--- src/rtl/symbol_deframer_if.sv ---
// symbol_deframer_if
//   Byte-stream handshake between the symbol deframer and its consumer
//   (MAC/UART side).
//   tdata  : packed byte
//   tvalid : byte available (driven by master)
//   tready : consumer accepts (driven by slave)
//   tlast  : byte is the last one of a frame
interface symbol_deframer_if;
  logic [7:0] tdata;
  logic       tvalid;
  logic       tready;
  logic       tlast;

  modport master (output tdata, output tvalid, output tlast, input tready);
  modport slave  (input tdata, input tvalid, input tlast, output tready);
endinterface

--- src/rtl/symbol_deframer.sv ---
// symbol_deframer
//   Packs 2-bit QPSK symbols MSB-first into bytes, marks the last byte of
//   each frame, aborts frames that stall longer than GAP_TIMEOUT idle cycles,
//   and buffers bytes in a first-word-fall-through FIFO feeding a byte
//   stream. The symbol input can never be stalled; bytes that find the FIFO
//   full are dropped and flagged.
// Ports:
//   clk, rst       : clock, asynchronous active-high reset
//   in_valid       : symbol strobe
//   in_data[1:0]   : symbol
//   m_axis         : byte stream master (tdata/tvalid/tlast out, tready in)
//   overflow       : sticky, a byte was dropped on a full FIFO
//   frame_error    : one-cycle pulse when a frame is aborted by timeout
//   frame_count    : completed + aborted frames, wraps at 16 bits
module symbol_deframer #(
  parameter int FRAME_SYMS  = 63,
  parameter int FIFO_DEPTH  = 16,
  parameter int GAP_TIMEOUT = 64
) (
  input  logic                     clk,
  input  logic                     rst,
  input  logic                     in_valid,
  input  logic [1:0]               in_data,
  symbol_deframer_if.master        m_axis,
  output logic                     overflow,
  output logic                     frame_error,
  output logic [15:0]              frame_count
);
  localparam int AW = $clog2(FIFO_DEPTH);
  localparam logic [7:0] LAST_SYM = 8'(FRAME_SYMS - 1);
  localparam logic [9:0] GAP_LAST = 10'(GAP_TIMEOUT - 1);

  typedef enum logic {IDLE, COLLECT} state_t;

  state_t      state_reg;
  logic [7:0]  sym_cnt_reg;
  logic [9:0]  gap_cnt_reg;
  logic [7:0]  shift_reg;
  logic        overflow_reg;
  logic        frame_error_reg;
  logic [15:0] frame_count_reg;

  logic [8:0]  mem [FIFO_DEPTH];
  logic [AW:0] wr_ptr_reg;
  logic [AW:0] rd_ptr_reg;

  // Symbol position inside the current byte, counted from frame start.
  logic [1:0] lane;
  logic [7:0] byte_now;
  logic       last_sym;
  logic       timeout;
  logic       push_req;
  logic [8:0] push_data;
  logic       fifo_empty;
  logic       fifo_full;
  logic       pop;
  logic       push_ok;

  assign lane = sym_cnt_reg[1:0];

  // Held symbols with the incoming symbol merged into its lane, so a byte
  // can be pushed on the same edge that captures its completing symbol.
  genvar gi;
  generate
    for (gi = 0; gi < 4; gi++) begin : g_lane
      assign byte_now[7-2*gi -: 2] = (lane == 2'(gi)) ? in_data
                                                      : shift_reg[7-2*gi -: 2];
    end
  endgenerate

  // In IDLE sym_cnt is 0, so the first symbol is handled exactly like any
  // other capture; FRAME_SYMS >= 4 keeps it from being the last one.
  assign last_sym  = (sym_cnt_reg == LAST_SYM);
  // A symbol arriving on the would-be timeout cycle suppresses the abort.
  assign timeout   = (state_reg == COLLECT) && !in_valid && (gap_cnt_reg == GAP_LAST);
  assign push_req  = (in_valid && ((lane == 2'd3) || last_sym)) || timeout;
  // On abort the held bits are already zero-padded; at a byte boundary the
  // shift register is zero, giving the all-zero tlast byte.
  assign push_data = timeout ? {1'b1, shift_reg} : {last_sym, byte_now};

  assign fifo_empty = (wr_ptr_reg == rd_ptr_reg);
  assign fifo_full  = (wr_ptr_reg[AW] != rd_ptr_reg[AW]) &&
                      (wr_ptr_reg[AW-1:0] == rd_ptr_reg[AW-1:0]);
  assign pop        = !fifo_empty && m_axis.tready;
  // A pop in the same cycle frees the slot the push needs.
  assign push_ok    = push_req && (!fifo_full || pop);

  always_ff @(posedge clk or posedge rst) begin
    if (rst) begin
      state_reg       <= IDLE;
      sym_cnt_reg     <= '0;
      gap_cnt_reg     <= '0;
      shift_reg       <= '0;
      overflow_reg    <= 1'b0;
      frame_error_reg <= 1'b0;
      frame_count_reg <= '0;
      wr_ptr_reg      <= '0;
      rd_ptr_reg      <= '0;
    end else begin
      frame_error_reg <= 1'b0;
      if (pop)
        rd_ptr_reg <= rd_ptr_reg + (AW+1)'(1);
      if (push_ok)
        wr_ptr_reg <= wr_ptr_reg + (AW+1)'(1);
      if (push_req && fifo_full && !pop)
        overflow_reg <= 1'b1;

      if (in_valid) begin
        gap_cnt_reg <= '0;
        if (last_sym) begin
          state_reg       <= IDLE;
          sym_cnt_reg     <= '0;
          shift_reg       <= '0;
          frame_count_reg <= frame_count_reg + 16'd1;
        end else begin
          state_reg   <= COLLECT;
          sym_cnt_reg <= sym_cnt_reg + 8'd1;
          shift_reg   <= (lane == 2'd3) ? 8'h00 : byte_now;
        end
      end else if (state_reg == COLLECT) begin
        if (timeout) begin
          state_reg       <= IDLE;
          sym_cnt_reg     <= '0;
          gap_cnt_reg     <= '0;
          shift_reg       <= '0;
          frame_error_reg <= 1'b1;
          frame_count_reg <= frame_count_reg + 16'd1;
        end else begin
          gap_cnt_reg <= gap_cnt_reg + 10'd1;
        end
      end
    end
  end

  // Storage is not reset; emptiness comes from the pointers alone.
  always_ff @(posedge clk) begin
    if (push_ok)
      mem[wr_ptr_reg[AW-1:0]] <= push_data;
  end

  // Fall-through read; the output is forced to zero while empty so the
  // stream is clean after reset.
  assign m_axis.tvalid = !fifo_empty;
  assign {m_axis.tlast, m_axis.tdata} = fifo_empty ? 9'd0 : mem[rd_ptr_reg[AW-1:0]];

  assign overflow    = overflow_reg;
  assign frame_error = frame_error_reg;
  assign frame_count = frame_count_reg;
endmodule

--- src/flat_wrapper.sv ---
// flat-port wrapper written by rule: the top's interface ports become plain ports
module symbol_deframer_flat 
#(
  parameter int FRAME_SYMS  = 63,
  parameter int FIFO_DEPTH  = 16,
  parameter int GAP_TIMEOUT = 64
)
  (clk, rst, in_valid, in_data, overflow, frame_error, frame_count, m_axis_tdata, m_axis_tvalid, m_axis_tlast, m_axis_tready);
  symbol_deframer_if m_axis_i ();
  input  logic clk;
  input  logic rst;
  input  logic in_valid;
  input  logic [1:0] in_data;
  output logic overflow;
  output logic frame_error;
  output logic [15:0] frame_count;
  output wire logic [$bits(m_axis_i.tdata)-1:0] m_axis_tdata;
  output wire logic [$bits(m_axis_i.tvalid)-1:0] m_axis_tvalid;
  output wire logic [$bits(m_axis_i.tlast)-1:0] m_axis_tlast;
  input wire logic [$bits(m_axis_i.tready)-1:0] m_axis_tready;
  assign m_axis_tdata = m_axis_i.tdata;
  assign m_axis_tvalid = m_axis_i.tvalid;
  assign m_axis_tlast = m_axis_i.tlast;
  assign m_axis_i.tready = m_axis_tready;
  symbol_deframer #(.FRAME_SYMS(FRAME_SYMS), .FIFO_DEPTH(FIFO_DEPTH), .GAP_TIMEOUT(GAP_TIMEOUT)) u_core (.clk(clk), .rst(rst), .in_valid(in_valid), .in_data(in_data), .m_axis(m_axis_i), .overflow(overflow), .frame_error(frame_error), .frame_count(frame_count));
endmodule
--- config.mk ---
export PLATFORM = sky130hd
export DESIGN_NAME = symbol_deframer_flat
export DESIGN_NICKNAME = d
export VERILOG_FILES = /design/src/rtl/symbol_deframer_if.sv /design/src/rtl/symbol_deframer.sv /design/src/flat_wrapper.sv
export SDC_FILE = /design/constraint.sdc
export NUM_CORES = 1
export LEC_CHECK = 0
export ABC_AREA = 1
export BUFFER_PORTS_ARGS = -buffer_cell sky130_fd_sc_hd__buf_2
export CAP_MARGIN = 20
export CORE_MARGIN = 2
export CORE_UTILIZATION = 55
export DETAILED_ROUTE_END_ITERATION = 8
export PLACE_DENSITY_LB_ADDON = 0.08
export SLEW_MARGIN = 20
export SYNTH_ARGS = -nofsm -noshare
export SYNTH_HDL_FRONTEND = slang
export SYNTH_SLANG_ARGS = --single-unit
export TNS_END_PERCENT = 20
--- constraint.sdc ---
create_clock -name clk -period 2.84 [get_ports clk]
set_input_delay 0.426 -clock clk [delete_from_list [all_inputs] [get_ports clk]]
set_output_delay 0.426 -clock clk [all_outputs]
set_load 0.01 [all_outputs]
After elaboration in Yosys (flattened, before gate mapping)
Memory sizes are Yosys's and may differ from the RTL's.
Index checks and enable logic that the tools add are counted.

word-level totals
  register bits = 55
  memory bits (writable) = 144
  input port bits = 6
  output and inout port bits = 28
  logic and storage cells = 73
  memories = 1

memories
  name        depth  width  rd ports  clocked after memory_dff  write ports  line                   RTL
  u_core.mem  16     9      1         0                         1            symbol_deframer.sv:43  logic [8:0] mem [FIFO_DEPTH];

operators by class
  add/subtract/negate cells = 5
  eq/ne operators = 9
  multiplexer cells = 29
  reductions and logical operators = 20

operator list
  kind                     number
  $mux W16                 4
  $mux W8                  7
  $mux W10                 3
  $mux W9                  2
  $add A16 B1 Y16 const B  1
  $add A10 B1 Y10 const B  1
  $add A5 B1 Y5 const B    2
  $eq A10 B6 Y1 const B    1
  $mux W1                  9
  $add A8 B1 Y8 const B    1
  $eq A8 B6 Y1 const B     1
  $logic_and A1 B1 Y1      8
  $mux W2                  4
  $eq A5 B5 Y1             1
  $eq A2 B2 Y1 const B     2
  $eq A4 B4 Y1             1
  $logic_not A1 Y1         4
  $reduce_bool A2 Y1       2
  $logic_or A1 B1 Y1       3
  $reduce_and A3 Y1        1
  $eq A2 B1 Y1 const B     1
  $logic_not A2 Y1         1
  $ne A2 B1 Y1 const B     1
  $reduce_and A2 Y1        1
  $ne A1 B1 Y1             1

Depth between registers and ports, before layout
  word-level depth = 7
  mapped depth = 12
  depth with buffers taken out = 11

Worst setup path before layout
Ideal clock, no wire load.

  path type = register to register
  from = register u_core.gap_cnt_reg[0]
  to = memory u_core.mem[0][2], data pin
  library setup time = 0.330 ns
  data arrival time = 1.910 ns
  required time = 2.510 ns
  path slack = 0.599 ns
  cell stages (with the launch flop) = 7
  buffers on the path = 1
  period minus slack after synthesis = 2.241 ns
  cell sequence = dfrtp_1 > ha_1 > nand3_2 > nor2_4 > nand3_4 > clkbuf_1 > o21ai_0

between the ends
  cells in the longest elaborated chain, start to end = 3

ends and longest elaborated chain
  what                     line                    RTL
  start, declared          symbol_deframer.sv:37   logic [9:0] gap_cnt_reg;
  start signal, assigned   symbol_deframer.sv:129  gap_cnt_reg <= gap_cnt_reg + 10'd1;
  $eq A10 B6 Y1            symbol_deframer.sv:75   assign timeout = (state_reg == COLLECT) && !in_valid && (gap_cnt_reg == GAP_LAST);
  $logic_and A1 B1 Y1      symbol_deframer.sv:75
  $mux W9                  symbol_deframer.sv:79   assign push_data = timeout ? {1'b1, shift_reg} : {last_sym, byte_now};
  via u_core.push_data[2]  symbol_deframer.sv:53   logic [8:0] push_data;
  end, declared            symbol_deframer.sv:43

The timed path passes the listed nets, and every way through them passes these cells.

Worst setup path after layout
  from = register u_core.sym_cnt_reg[0]
  to = memory u_core.mem[7][4] (enable)

between the ends
  cells in the longest elaborated chain, start to end = 7
  elaborated cells between the ends (all ways) = 8
  those cells by class = eq/ne: 2; mux: 2; reduce/logical: 4

ends and longest elaborated chain
  what                                          line                                          RTL
  start, declared                               symbol_deframer.sv:36                         logic [7:0] sym_cnt_reg;
  start signal, assigned                        symbol_deframer.sv:117                        sym_cnt_reg <= sym_cnt_reg + 8'd1;
  $eq A8 B6 Y1 or $eq A2 B2 Y1 (tied branches)  symbol_deframer.sv:73, symbol_deframer.sv:76
  $logic_or A1 B1 Y1 (*)                        symbol_deframer.sv:76                         assign push_req = (in_valid && ((lane == 2'd3) || last_sym)) || timeout;
  $logic_and A1 B1 Y1 (*)                       symbol_deframer.sv:76
  $logic_or A1 B1 Y1 (*)                        symbol_deframer.sv:76
  $logic_and A1 B1 Y1 (*)                       symbol_deframer.sv:86                         assign push_ok = push_req && (!fifo_full || pop);
  $mux W1 (*)                                   symbol_deframer.sv:137                        if (push_ok)
  $mux W1 (implied by the code) (*)             symbol_deframer.sv:138                        mem[wr_ptr_reg[AW-1:0]] <= push_data;

Every way passes the cells marked *; elsewhere a longest branch is shown, timed or not.

==> results.txt <==
mux cell area share after synthesis: 0%
routed length on met2: 10.2 mm
WL/cell: 15.6 µm
clock latency at the later pin of the worst-skew pair: 430 ps
main combinational cell family by area after synthesis: simple AND/OR/NAND/NOR gates
commonest non-fill, non-tap cell in the layout: nand2_1
CP required: 2910 ps
status: finished clean
Synth Area in Compound Gates: 3.00%
worst min path class: input port to async pin
gr usage total: 23.7%
Synth Cell Area: 0.00951 mm²
Vias per Instance: 5.12
xor/xnor share of the synthesized area: 2.67%
Multi-input gate area: 0.00307 mm²
total negative slack: 0 ps
TritonCTS Buffers: 17
DR iter-0 viols: 489
Post-Layout Cell Count: 1321
RSZ-0062 raised after global routing: yes
postcts setup bufs: 0
gpl congestion: 0.844
Gate Count Post-Synth: 1036
CP startpoint kind: flip-flop
CP max stage delay: 520 ps
Die X: 135 µm
YS warnings: 0
hpwl dp: 13.8 mm
cell area after layout: 0.0106 mm²
final setup fails: 0
hold_buf cts: 0
Distinct cells, synth: 34
cell mode on critical path: nand2_1
Starting Density: 55.6%
Crit Path Max Fanout: 21
Mean Syn Cell Area: 9.18 µm²
Leak: 4.80 nW
largest net degree at the start of global routing: 43
count of flip-flops with a built-in enable after synthesis: 144
crit-path cells: inv_1 > ha_1 > nand2_1 > nor2_1 > nand2_1 > nand2_1 > nand2_1 > nand2_4 > nand2_2 > nor2_2
vias in the first global route: 6537
commonest non-fill, non-tap cells in the layout: 379 x nand2_1, 144 x edfxtp_1, 140 x inv_1, 106 x nand3_1, 54 x dfrtp_1
FMAX: 387 MHz
Synth Area in Adders: 1.45%
Max Slew Vio Count: 0
post-synthesis sequential area ratio: 59.9%
Post-Synth Simple-Gate Area: 25.1%
Clock transition at path regs: 70 ps
clk_skew: 7.58 ps
#FFs+latches synth: 199
Core ar.: 0.0171 mm²
root buf cell: clkbuf_16
worst slew pin tran: 919 ps
max-cap violations: 0
endpoints failing hold: 0
Die Y-Extent: 135 µm
CTS tree: done
Crit-path slowest cell: nor2_2
final antenna-violating net count: 0
Total Nets Final: 1100
wire length on met3: 860 µm
Post-Place Cell Area: 0.00999 mm²
Clock Path Buffers: 2
fill count: 1487
layout cells sized above 1: 11.4%
Synth Flop Type: edfxtp_1
die area: 0.0184 mm²
count of buffers from port buffering: 33
Placed Instances: 1289
DRT met1 WL: 9.21 mm
initial antenna violation count: 0
Post-route DRC: 0
syn nets: 1053
io pins: 34
Worst slew margin: 38.7%
row count: 48
CP endpoint kind: flip-flop
via count: 6761
gr ovfl total: 0
Layout area overhead: 11.7%
register area: 0.00570 mm²
crit path DAT: 2650 ps
CTS sink cnt: 199
Final period util: 91.0%
min Tclk post-route: 2580 ps
DR top layer: met4
H-tree Lvls: 4
first drt pass iteration count: 6
CP Class: flip-flop to flip-flop
final wirelength: 20.6 mm
maximum VDD drop: 687 µV
FFs w/ async S/R, synth: 27.6%
diode count: 0
Final Power: 9.46 mW
Power Dens Cells: 890 mW/mm²
first-pass GRT wire length: 32.8 mm
max reg flops: 144
## per-stage QoR
step	util [%]	hold slack (ps)	worst slack (ps)
2_1_floorplan	-	460	599
4_1_cts	62.0	203	112
6_report	62.1	184	256
5_1_grt	62.1	280	-20.4
3_5_place_dp	58.3	482	243
3_3_place_gp	58.3	470	340
## synth_stat cells, types with 10 or more instances
cell	n	share of area, %
nand2_1	379	15
nand3_1	106	5.6
clkbuf_1	13	0.51
nor2_2	10	0.66
xnor2_1	12	1.1
buf_2	12	0.63
ha_1	11	1.4
xor2_1	17	1.6
a21oi_1	12	0.63
nand2_2	11	0.72
o21ai_0	32	1.7
inv_1	141	5.6
edfxtp_1	144	45
nor2_1	39	1.5
dfrtp_1	55	14
## layer usage
metal / global-route usage, % / up-vias
met3: 3.55 / 26
met5: 0 / -
met4: 7.75 / 0
met2: 40.8 / 152
li1: - / 3398
met1: 31.2 / 3185
## timing repair
item	4_1_cts	5_1_grt
setup endpoints to repair	0	19
hold endpoints to repair	0	0
resized for setup	0	1
## report_power, final
| part | internal [mW] | leakage [nW] | switching [mW] |
|---|---|---|---|
| Sequential | 3.52 | 2.08 | 0.237 |
| Combinational | 0.986 | 2.41 | 2.13 |
| Clock | 1.56 | 0.306 | 1.02 |
| Total | 6.07 | 4.80 | 3.39 |
## area by class of cell
class	count	area share [%]
clock buffers	20	4.11
inverters	148	5.31
well taps	225	2.65
clock inverters	12	1.86
repair buffers	61	3.53
flip-flops and latches	199	53.7
multi-input cells	656	28.9
## worst max-delay path: cells and delay by family, from the launching register on
family        cells  cell delay [ps]
buf+inv           1              130
fa+ha+maj         1              250
flops             1              410
simple gates      8             1410
## final timing paths
path	cells after the start	slack [ps]	endpoint	from
max in group asynchronous	3	1980	u_core.frame_count[13]$_DFFE_PP0P_	rst
setup / recovery	10	260	u_core.mem[7][4]$_DFFE_PP_	u_core.sym_cnt_reg[0]$_DFFE_PP0P_
setup reg to reg	10	260	u_core.mem[7][4]$_DFFE_PP_	u_core.sym_cnt_reg[0]$_DFFE_PP0P_
hold reg to reg	2	490	u_core.shift_reg[0]$_DFFE_PP0P_	u_core.shift_reg[0]$_DFFE_PP0P_
hold / removal	2	180	u_core.gap_cnt_reg[0]$_DFFE_PP0P_	rst
min in group clk	3	320	u_core.rd_ptr_reg[4]$_DFFE_PP0P_	m_axis_tready
## logic make-up after synthesis
logic type                 count (synthesis)
and+or+nand+nor                          562
DFF                                      199
buffers and inverters                    181
AOI/OAI and AO/OA                         54
xor gates and xnor gates                  29
adders and majority gates                 11
Note: power is estimated with default switching activity, not from simulation.
